--- src/rtl/ama_riscv_trace_pkg.sv ---
// Shared types and constants for the ama-riscv retire-trace stream.
// Entry layout and word0 packing used by the transmitter.
package ama_riscv_trace_pkg;

  localparam logic [3:0] TRACE_TAG     = 4'hA;
  localparam int         TRACE_WORDS   = 4;
  localparam int         TRACE_DELTA_W = 20;

  typedef enum logic [1:0] {
    HW_NONE = 2'd0,
    HW_HIT  = 2'd1,
    HW_MISS = 2'd2,
    HW_RSVD = 2'd3
  } hw_status_t;

  typedef struct packed {
    logic [31:0]              pc;
    logic [31:0]              inst;
    logic [31:0]              sp;
    hw_status_t               ic_hm;
    hw_status_t               dc_hm;
    hw_status_t               bp_hm;
    logic                     br_taken;
    logic                     ovf;
    logic [TRACE_DELTA_W-1:0] delta;
  } trace_entry_t;

  function automatic logic [31:0] trace_word0(trace_entry_t e);
    return {TRACE_TAG, e.ic_hm, e.dc_hm, e.bp_hm,
            e.br_taken, e.ovf, e.delta};
  endfunction

endpackage

--- src/rtl/ama_riscv_trace_fifo.sv ---
// Synchronous FIFO of trace entries with extra-MSB pointers.
// Caller guarantees push only when not full or popping.
module ama_riscv_trace_fifo
  import ama_riscv_trace_pkg::*;
#(
  parameter int DEPTH = 8
) (
  input  logic                     clk,
  input  logic                     rst,
  input  logic                     push_i,
  input  logic                     pop_i,
  input  trace_entry_t             din_i,
  output trace_entry_t             dout_o,
  output logic                     full_o,
  output logic                     empty_o,
  output logic [$clog2(DEPTH):0]   count_o
);

  localparam int AW = $clog2(DEPTH);
  localparam logic [AW:0] ONE = (AW+1)'(1);

  trace_entry_t mem_q [DEPTH];
  logic [AW:0]  wptr_q, wptr_d;
  logic [AW:0]  rptr_q, rptr_d;

  always_comb begin
    wptr_d = wptr_q;
    rptr_d = rptr_q;
    if (push_i) wptr_d = wptr_q + ONE;
    if (pop_i)  rptr_d = rptr_q + ONE;
  end

  always_ff @(posedge clk) begin
    if (rst) begin
      wptr_q <= '0;
      rptr_q <= '0;
    end else begin
      wptr_q <= wptr_d;
      rptr_q <= rptr_d;
    end
  end

  always_ff @(posedge clk) begin
    if (push_i) mem_q[wptr_q[AW-1:0]] <= din_i;
  end

  assign dout_o  = mem_q[rptr_q[AW-1:0]];
  assign empty_o = (wptr_q == rptr_q);
  assign full_o  = (wptr_q[AW] != rptr_q[AW]) &&
                   (wptr_q[AW-1:0] == rptr_q[AW-1:0]);
  assign count_o = wptr_q - rptr_q;

endmodule

--- src/rtl/ama_riscv_trace_tx.sv ---
// Retire-trace transmitter: captures retire events into a FIFO
// and streams each entry as four 32-bit words over valid/ready.
module ama_riscv_trace_tx
  import ama_riscv_trace_pkg::*;
#(
  parameter int DEPTH   = 8,
  parameter int DELTA_W = TRACE_DELTA_W
) (
  input  logic        clk,
  input  logic        rst,
  input  logic        en,
  input  logic        ret_valid,
  input  logic [31:0] ret_pc,
  input  logic [31:0] ret_inst,
  input  logic [31:0] ret_sp,
  input  logic [1:0]  ret_ic_hm,
  input  logic [1:0]  ret_dc_hm,
  input  logic [1:0]  ret_bp_hm,
  input  logic        ret_br_taken,
  output logic        out_valid,
  input  logic        out_ready,
  output logic [31:0] out_data,
  output logic        out_last,
  output logic [15:0] drop_cnt
);

  localparam int CW = $clog2(DEPTH) + 1;
  localparam logic [DELTA_W-1:0] CYC_MAX  = '1;
  localparam logic [15:0]        DROP_MAX = 16'hFFFF;

  trace_entry_t       entry, head;
  logic               fifo_full, fifo_empty;
  logic [CW-1:0]      fifo_cnt;
  logic               capture, hs, pop, space, push, drop;
  logic [DELTA_W-1:0] cyc_q, cyc_d;
  logic               ovf_q, ovf_d;
  logic [15:0]        drop_q, drop_d;
  logic [1:0]         widx_q, widx_d;

  assign capture = en && ret_valid;
  assign hs      = out_valid && out_ready;
  assign pop     = hs && (widx_q == 2'd3);
  // A word3 pop frees the head slot in the same cycle.
  assign space   = !fifo_full || pop;
  assign push    = capture && space;
  assign drop    = capture && !space;

  always_comb begin
    entry          = '0;
    entry.pc       = ret_pc;
    entry.inst     = ret_inst;
    entry.sp       = ret_sp;
    entry.ic_hm    = hw_status_t'(ret_ic_hm);
    entry.dc_hm    = hw_status_t'(ret_dc_hm);
    entry.bp_hm    = hw_status_t'(ret_bp_hm);
    entry.br_taken = ret_br_taken;
    entry.ovf      = ovf_q;
    entry.delta    = cyc_q;
  end

  ama_riscv_trace_fifo #(
    .DEPTH (DEPTH)
  ) u_fifo (
    .clk     (clk),
    .rst     (rst),
    .push_i  (push),
    .pop_i   (pop),
    .din_i   (entry),
    .dout_o  (head),
    .full_o  (fifo_full),
    .empty_o (fifo_empty),
    .count_o (fifo_cnt)
  );

  always_comb begin
    cyc_d  = cyc_q;
    ovf_d  = ovf_q;
    drop_d = drop_q;
    widx_d = widx_q;
    if (en) begin
      if (push)                 cyc_d = DELTA_W'(1);
      else if (cyc_q != CYC_MAX) cyc_d = cyc_q + DELTA_W'(1);
    end
    if (push)      ovf_d = 1'b0;
    else if (drop) ovf_d = 1'b1;
    if (drop && drop_q != DROP_MAX) drop_d = drop_q + 16'd1;
    if (hs) widx_d = widx_q + 2'd1;
  end

  always_ff @(posedge clk) begin
    if (rst) begin
      cyc_q  <= '0;
      ovf_q  <= 1'b0;
      drop_q <= '0;
      widx_q <= '0;
    end else begin
      cyc_q  <= cyc_d;
      ovf_q  <= ovf_d;
      drop_q <= drop_d;
      widx_q <= widx_d;
    end
  end

  always_ff @(posedge clk) begin
    if (!rst) assert (fifo_full == (fifo_cnt == CW'(DEPTH)));
  end

  assign out_valid = !fifo_empty;
  assign out_last  = out_valid && (widx_q == 2'd3);
  assign drop_cnt  = drop_q;

  always_comb begin
    out_data = '0;
    if (out_valid) begin
      case (widx_q)
        2'd0:    out_data = trace_word0(head);
        2'd1:    out_data = head.pc;
        2'd2:    out_data = head.inst;
        default: out_data = head.sp;
      endcase
    end
  end

endmodule

--- config.mk ---
export PLATFORM = sky130hd
export DESIGN_NAME = ama_riscv_trace_tx
export DESIGN_NICKNAME = d
export VERILOG_FILES = /design/src/rtl/ama_riscv_trace_pkg.sv /design/src/rtl/ama_riscv_trace_fifo.sv /design/src/rtl/ama_riscv_trace_tx.sv
export SDC_FILE = /design/constraint.sdc
export NUM_CORES = 1
export LEC_CHECK = 0
export CAP_MARGIN = 20
export CORE_ASPECT_RATIO = 0.6
export CORE_MARGIN = 2
export CORE_UTILIZATION = 55
export DETAILED_ROUTE_END_ITERATION = 8
export MAX_ROUTING_LAYER = met4
export PLACE_DENSITY = 0.79
export SYNTH_ARGS = -nofsm -noshare
export SYNTH_HDL_FRONTEND = slang
export SYNTH_HIERARCHICAL = 1
export SYNTH_SLANG_ARGS = --single-unit
--- constraint.sdc ---
create_clock -name clk -period 18.88 [get_ports clk]
set_input_delay 4.72 -clock clk [delete_from_list [all_inputs] [get_ports clk]]
set_output_delay 4.72 -clock clk [all_outputs]
set_load 0.03 [all_outputs]
# After elaboration in Yosys (flattened, before gate mapping)
# Memory sizes are Yosys's and may differ from the RTL's. A register that Yosys moved wholly into a read port is not among the register bits.
# Index checks and enable logic that the tools add are counted.
[totals]
mem_bits_rw = 992
regBits = 47
output_inout_bits = 50
n_memories = 1
input_bits = 108
elab_cells = 44
[classes]
n_mux = 8
n_addsub = 5
n_reduce_logical = 16
n_eq_ne = 8
[memory_table]
columns = ["memory", "words", "width", "read_ports", "rd_clocked_by_memory_dff", "write_ports", "line", "text"]
rows = [
  ["u_fifo.mem_q", 8, 124, 1, 1, 1, "ama_riscv_trace_fifo.sv:22", "trace_entry_t mem_q [DEPTH];"],
]
[op_table]
columns = ["operator", "count"]
rows = [
  ["one-hot mux 32 bit (3 select lines)", 1],
  ["two-way mux 20 bit", 2],
  ["two-way mux 32 bit", 1],
  ["adder 20 x 1 -> 20 bit, second input constant", 1],
  ["inequality test 20 bit, second input constant", 1],
  ["adder 16 x 1 -> 16 bit, second input constant", 1],
  ["inequality test 16 bit, second input constant", 1],
  ["adder 4 x 1 -> 4 bit, second input constant", 2],
  ["logical AND 1 bit", 8],
  ["two-way mux 3 bit", 2],
  ["== test 2 bit, second input constant", 2],
  ["== test 4 bit", 1],
  ["== test 3 bit", 1],
  ["zero test 1 bit", 3],
  ["adder 2 x 1 -> 2 bit, second input constant", 1],
  ["== test 2 x 1 -> 1 bit, second input constant", 1],
  ["zero test 2 bit", 1],
  ["two-way mux 1 bit", 2],
  ["AND reduction 2 bit", 1],
  ["nonzero test 2 bit", 1],
  ["OR reduction 2 bit", 1],
  ["logical OR 1 bit", 1],
  ["inequality test 1 bit", 1],
]

# Depth between registers and ports, before layout
[depth]
depth_word = 8
depth_mapped = 11
depth_no_buf = 10

# Hierarchy
# The synthesis kept the hierarchy.
[modules_own_cells]
columns = ["mod", "cells_per_inst", "seq_area_each_um2", "area_each_um2", "instances"]
rows = [
  ["ama_riscv_trace_fifo", 1500, 30008.8, 37796.2, 1],
  ["ama_riscv_trace_tx", 398, 780.7, 2884.0, 1],
]

# Worst setup path after synthesis
# Ideal clock, no wire load.
[synth_timing]
path_type = "input port to flip-flop"
startpoint = "in out_ready"
endpoint = "mem u_fifo/mem_q[1][0] in the netlist's numbering, enable pin"
setup_time_ns = 0.759
slack_ns = 4.298
cell_stages = 5
n_path_buf = 0
required_time_ns = 18.121
arrival_ns = 13.823
path_cell_list = "nand3b_1 a21o_1 inv_1 nand2_1 nor3_1"
[synth_via]
elab_chain_cells = 6
[synth_lines]
columns = ["item", "line", "text"]
rows = [
  ["start, declared", "ama_riscv_trace_tx.sv:21", "input logic out_ready,"],
  ["logical AND 1 bit", "ama_riscv_trace_tx.sv:41", "assign hs = out_valid && out_ready;"],
  ["logical AND 1 bit", "ama_riscv_trace_tx.sv:42", "assign pop = hs && (widx_q == 2'd3);"],
  ["logical OR 1 bit", "ama_riscv_trace_tx.sv:44", "assign space = !fifo_full || pop;"],
  ["logical AND 1 bit", "ama_riscv_trace_tx.sv:45", "assign push = capture && space;"],
  ["net push", "ama_riscv_trace_tx.sv:34", "logic capture, hs, pop, space, push, drop;"],
  ["two-way mux 1 bit", "ama_riscv_trace_fifo.sv:44", "if (push_i) mem_q[wptr_q[AW-1:0]] <= din_i;"],
  ["two-way mux 1 bit (implied by the code)", "ama_riscv_trace_fifo.sv:44", ""],
  ["end, declared", "ama_riscv_trace_fifo.sv:22", ""],
]
# The timed path passes the listed nets, and every way through them passes these cells.

==> impl_metrics.tcl <==
set metrics [dict create \
    outcome "finished, final reports clean" \
    drc 0 \
    post-cts-setup-buffer-count 0 \
    grt_pass1_wl_um 130200 \
    clk_path_buf_depth 3 \
    rsz0062_at_grt "false" \
    syn-instance-count 1891 \
    fin_skew_ns 0.01646 \
    tritoncts_num_sinks 1042 \
    die_x_um 354.8 \
    syn2layout_area_growth_pct 13.61 \
    avgRoutedWirePerCell_um 27.56 \
    commonest_cells_after_routing_fill_and_taps_aside "sky130_fd_sc_hd__edfxtp_1, sky130_fd_sc_hd__mux4_2, sky130_fd_sc_hd__clkdlybuf4s50_1, sky130_fd_sc_hd__mux2_2, sky130_fd_sc_hd__nor2_1" \
    intPower_mw 3.625 \
    crit_chain "buf_4 > buf_4 > buf_4 > mux4_2 > mux2_2 > a222oi_1 > nor2_1 > a21oi_1 > nor2_1 > clkdlybuf4s50_1" \
    fill_cells 4730 \
    timing.final.crit_share 0.5882 \
    first_global_vias 20370 \
    cts.clk_slew.worst_paths_ns 0.07 \
    worstHoldPathType "reg2reg" \
    routed_wirelength_um 86420 \
    max_slew_margin 0.2692 \
    worst_path_most_repeated_cell "sky130_fd_sc_hd__buf_4" \
    power_switching_uw 897.3 \
    gr-total-overflow 0 \
    postLayoutSetupSlackWorst_ns 7.774 \
    finalSetupTns_ns 0 \
    overall_via_count_from_detail_route 19550 \
    die_area_mm2 0.07612 \
    static_leakage_power_nw 13.92 \
    worst_r2r_endpoint "u_fifo/mem_q[6][88]" \
    placement.cell_area_mm2 0.04320 \
    tritoncts "done" \
    cp_top_family "buffers and inverters" \
    fin_crit_ns 11.11 \
    detail_route.iter0.violations 2388 \
    total_power_mw 4.522 \
    cap_viol_max_count 0 \
    antenna_found_initial 7 \
    number_of_instances_on_the_worst_hold_path 2 \
    mappedNetlistNets 2011 \
    largest_fanout_on_the_critical_path 49 \
    routed_antenna_nets 0 \
    initial_utilization 0.5533 \
    report.final.setup_viol 0 \
    die_h_um 214.5 \
    core_footprint_mm2 0.07341 \
    place_inst 2966 \
    critPathLaunchType "flop" \
    placement.io_buffers 157 \
    std_cell_rows 77 \
    place_ws_ns 8.251 \
    cts_hold_repair.buffers 0 \
    final_layout_size_suffix_gt1_frac 0.2648 \
    layoutNonFillerInstCount 3136 \
    holdCritStartpoint "u_fifo/wptr_q[3]" \
    r2r_slack_ns 13.99 \
    cts_inserted_buffers 88 \
    worst_path_largest_cell_delay_ns 0.87 \
    hold_violations 0 \
    dr.pass1.iters 6 \
    slew_viol_final 0 \
    pin_count 158 \
    worst_r2r_startpoint "u_fifo/wptr_q[1]" \
    syn_area_per_cell_um2 21.48 \
    h-tree-depth 3 \
    vias_per_cell 6.233 \
    power_frac_comb 0.033 \
    cpMaxStageDelayCell "sky130_fd_sc_hd__buf_4" \
    hold_path_end "u_fifo/wptr_q[3]" \
    synthesis.area_mm2 0.04062 \
    clock_power_share 0.403 \
    ys_warn_count 6 \
    mostFrequentLayoutCell "sky130_fd_sc_hd__edfxtp_1" \
    timing.critical_path.arrival_ns 6.39 \
    final_design_area_no_fill_mm2 0.04615 \
    worst_slew_pin_slew_ns 1.096 \
    grt_max_degree 125 \
    worst_setup_path_end_kind "output pin" \
    achievable-frequency_ghz 0.09004 \
    cts_root_buffer "sky130_fd_sc_hd__clkbuf_16" \
    seq_power_share 0.564 \
    place.gp.congestion 0.8432 \
    post-dp-hpwl_um 45530 \
    power.switching_fraction 0.1984 \
    path_buf_inv 4 \
    clk-insertion-delay-late_ns 0.65 \
    power_density_over_the_cells_mw_per_mm2 98.00 \
    r2r_depth 10 \
    nets 2190 \
    post_cts_resize_count 0 \
    cp_data_required_time_ns 14.16 \
    critPathKind "reg2out" \
    vdd_ir_drop_max_mv 0.07220 \
    gr-usage-all-layers 0.2382 \
]
## routing by layer
layer / share of wire / global-route usage
met1: 0.40 / 0.3312
met4: 0.018 / 0.05678
met5: 0 / -
met2: 0.49 / 0.3643
met3: 0.092 / 0.05447
## worst register-to-register path: stages (launching register included)
cell and delay (ns):
sky130_fd_sc_hd__dfxtp_1 0.52, sky130_fd_sc_hd__ha_1 0.30, sky130_fd_sc_hd__nand3_1 0.17, sky130_fd_sc_hd__nor2_4 0.04
sky130_fd_sc_hd__buf_4 0.28, sky130_fd_sc_hd__nand3b_1 0.44, sky130_fd_sc_hd__a21o_1 0.38, sky130_fd_sc_hd__inv_1 0.33
sky130_fd_sc_hd__nand2_1 0.33, sky130_fd_sc_hd__nor2_4 0.77, sky130_fd_sc_hd__buf_4 0.88
## flip-flops by register name, indices dropped and copies added (netlist names), named ones only
signal	count
u_fifo/rptr_q	4
drop_cnt	16
ovf_q	1
u_fifo/mem_q	992
u_fifo/wptr_q	4
cyc_q	20
widx_q	2
## stage by stage
step           hold slack, ns  utilization
6_report               0.5166       0.6286
5_1_grt                0.5560       0.6286
4_1_cts                0.5151       0.6280
3_5_place_dp           0.5029       0.5884
3_3_place_gp           0.4842       0.5883
2_1_floorplan          0.4697            -
## layout make-up
type                            count  area (µm²)  area share
Sequential cell                  1042       30800      0.6675
Multi-Input combinational cell    737        9270      0.2009
Clock buffer                      112        2414     0.05230
Timing Repair Buffer              187        1859     0.04029
Tap cell                          987        1235     0.02676
Clock inverter                     49       495.5     0.01074
Inverter                           14       52.55    0.001139
Antenna cell                        8       20.02   0.0004338
## power groups by stage
stage / Combinational [mW] / Clock, mW / Sequential, mW
final: 0.149 / 1.82 / 2.55
after global routing: 0.160 / 1.94 / 2.55
after CTS: 0.150 / 1.85 / 2.55
after detailed placement: 0.149 / 0 / 2.60
after global placement: 0.144 / 0 / 2.60
after floorplan: 0.0652 / 0 / 2.61
## how the worst max path moves through the flow
stage,end,slack (ns),cells after the start
3_5_place_dp,out_data[26],8.25,10
5_1_grt,out_data[23],7.14,10
3_3_place_gp,out_data[26],8.30,10
2_1_floorplan,u_fifo/mem_q[1][0],4.30,5
4_1_cts,out_data[26],7.53,10
6_report,out_data[23],7.77,10
Note: power is estimated with default switching activity, not from simulation.
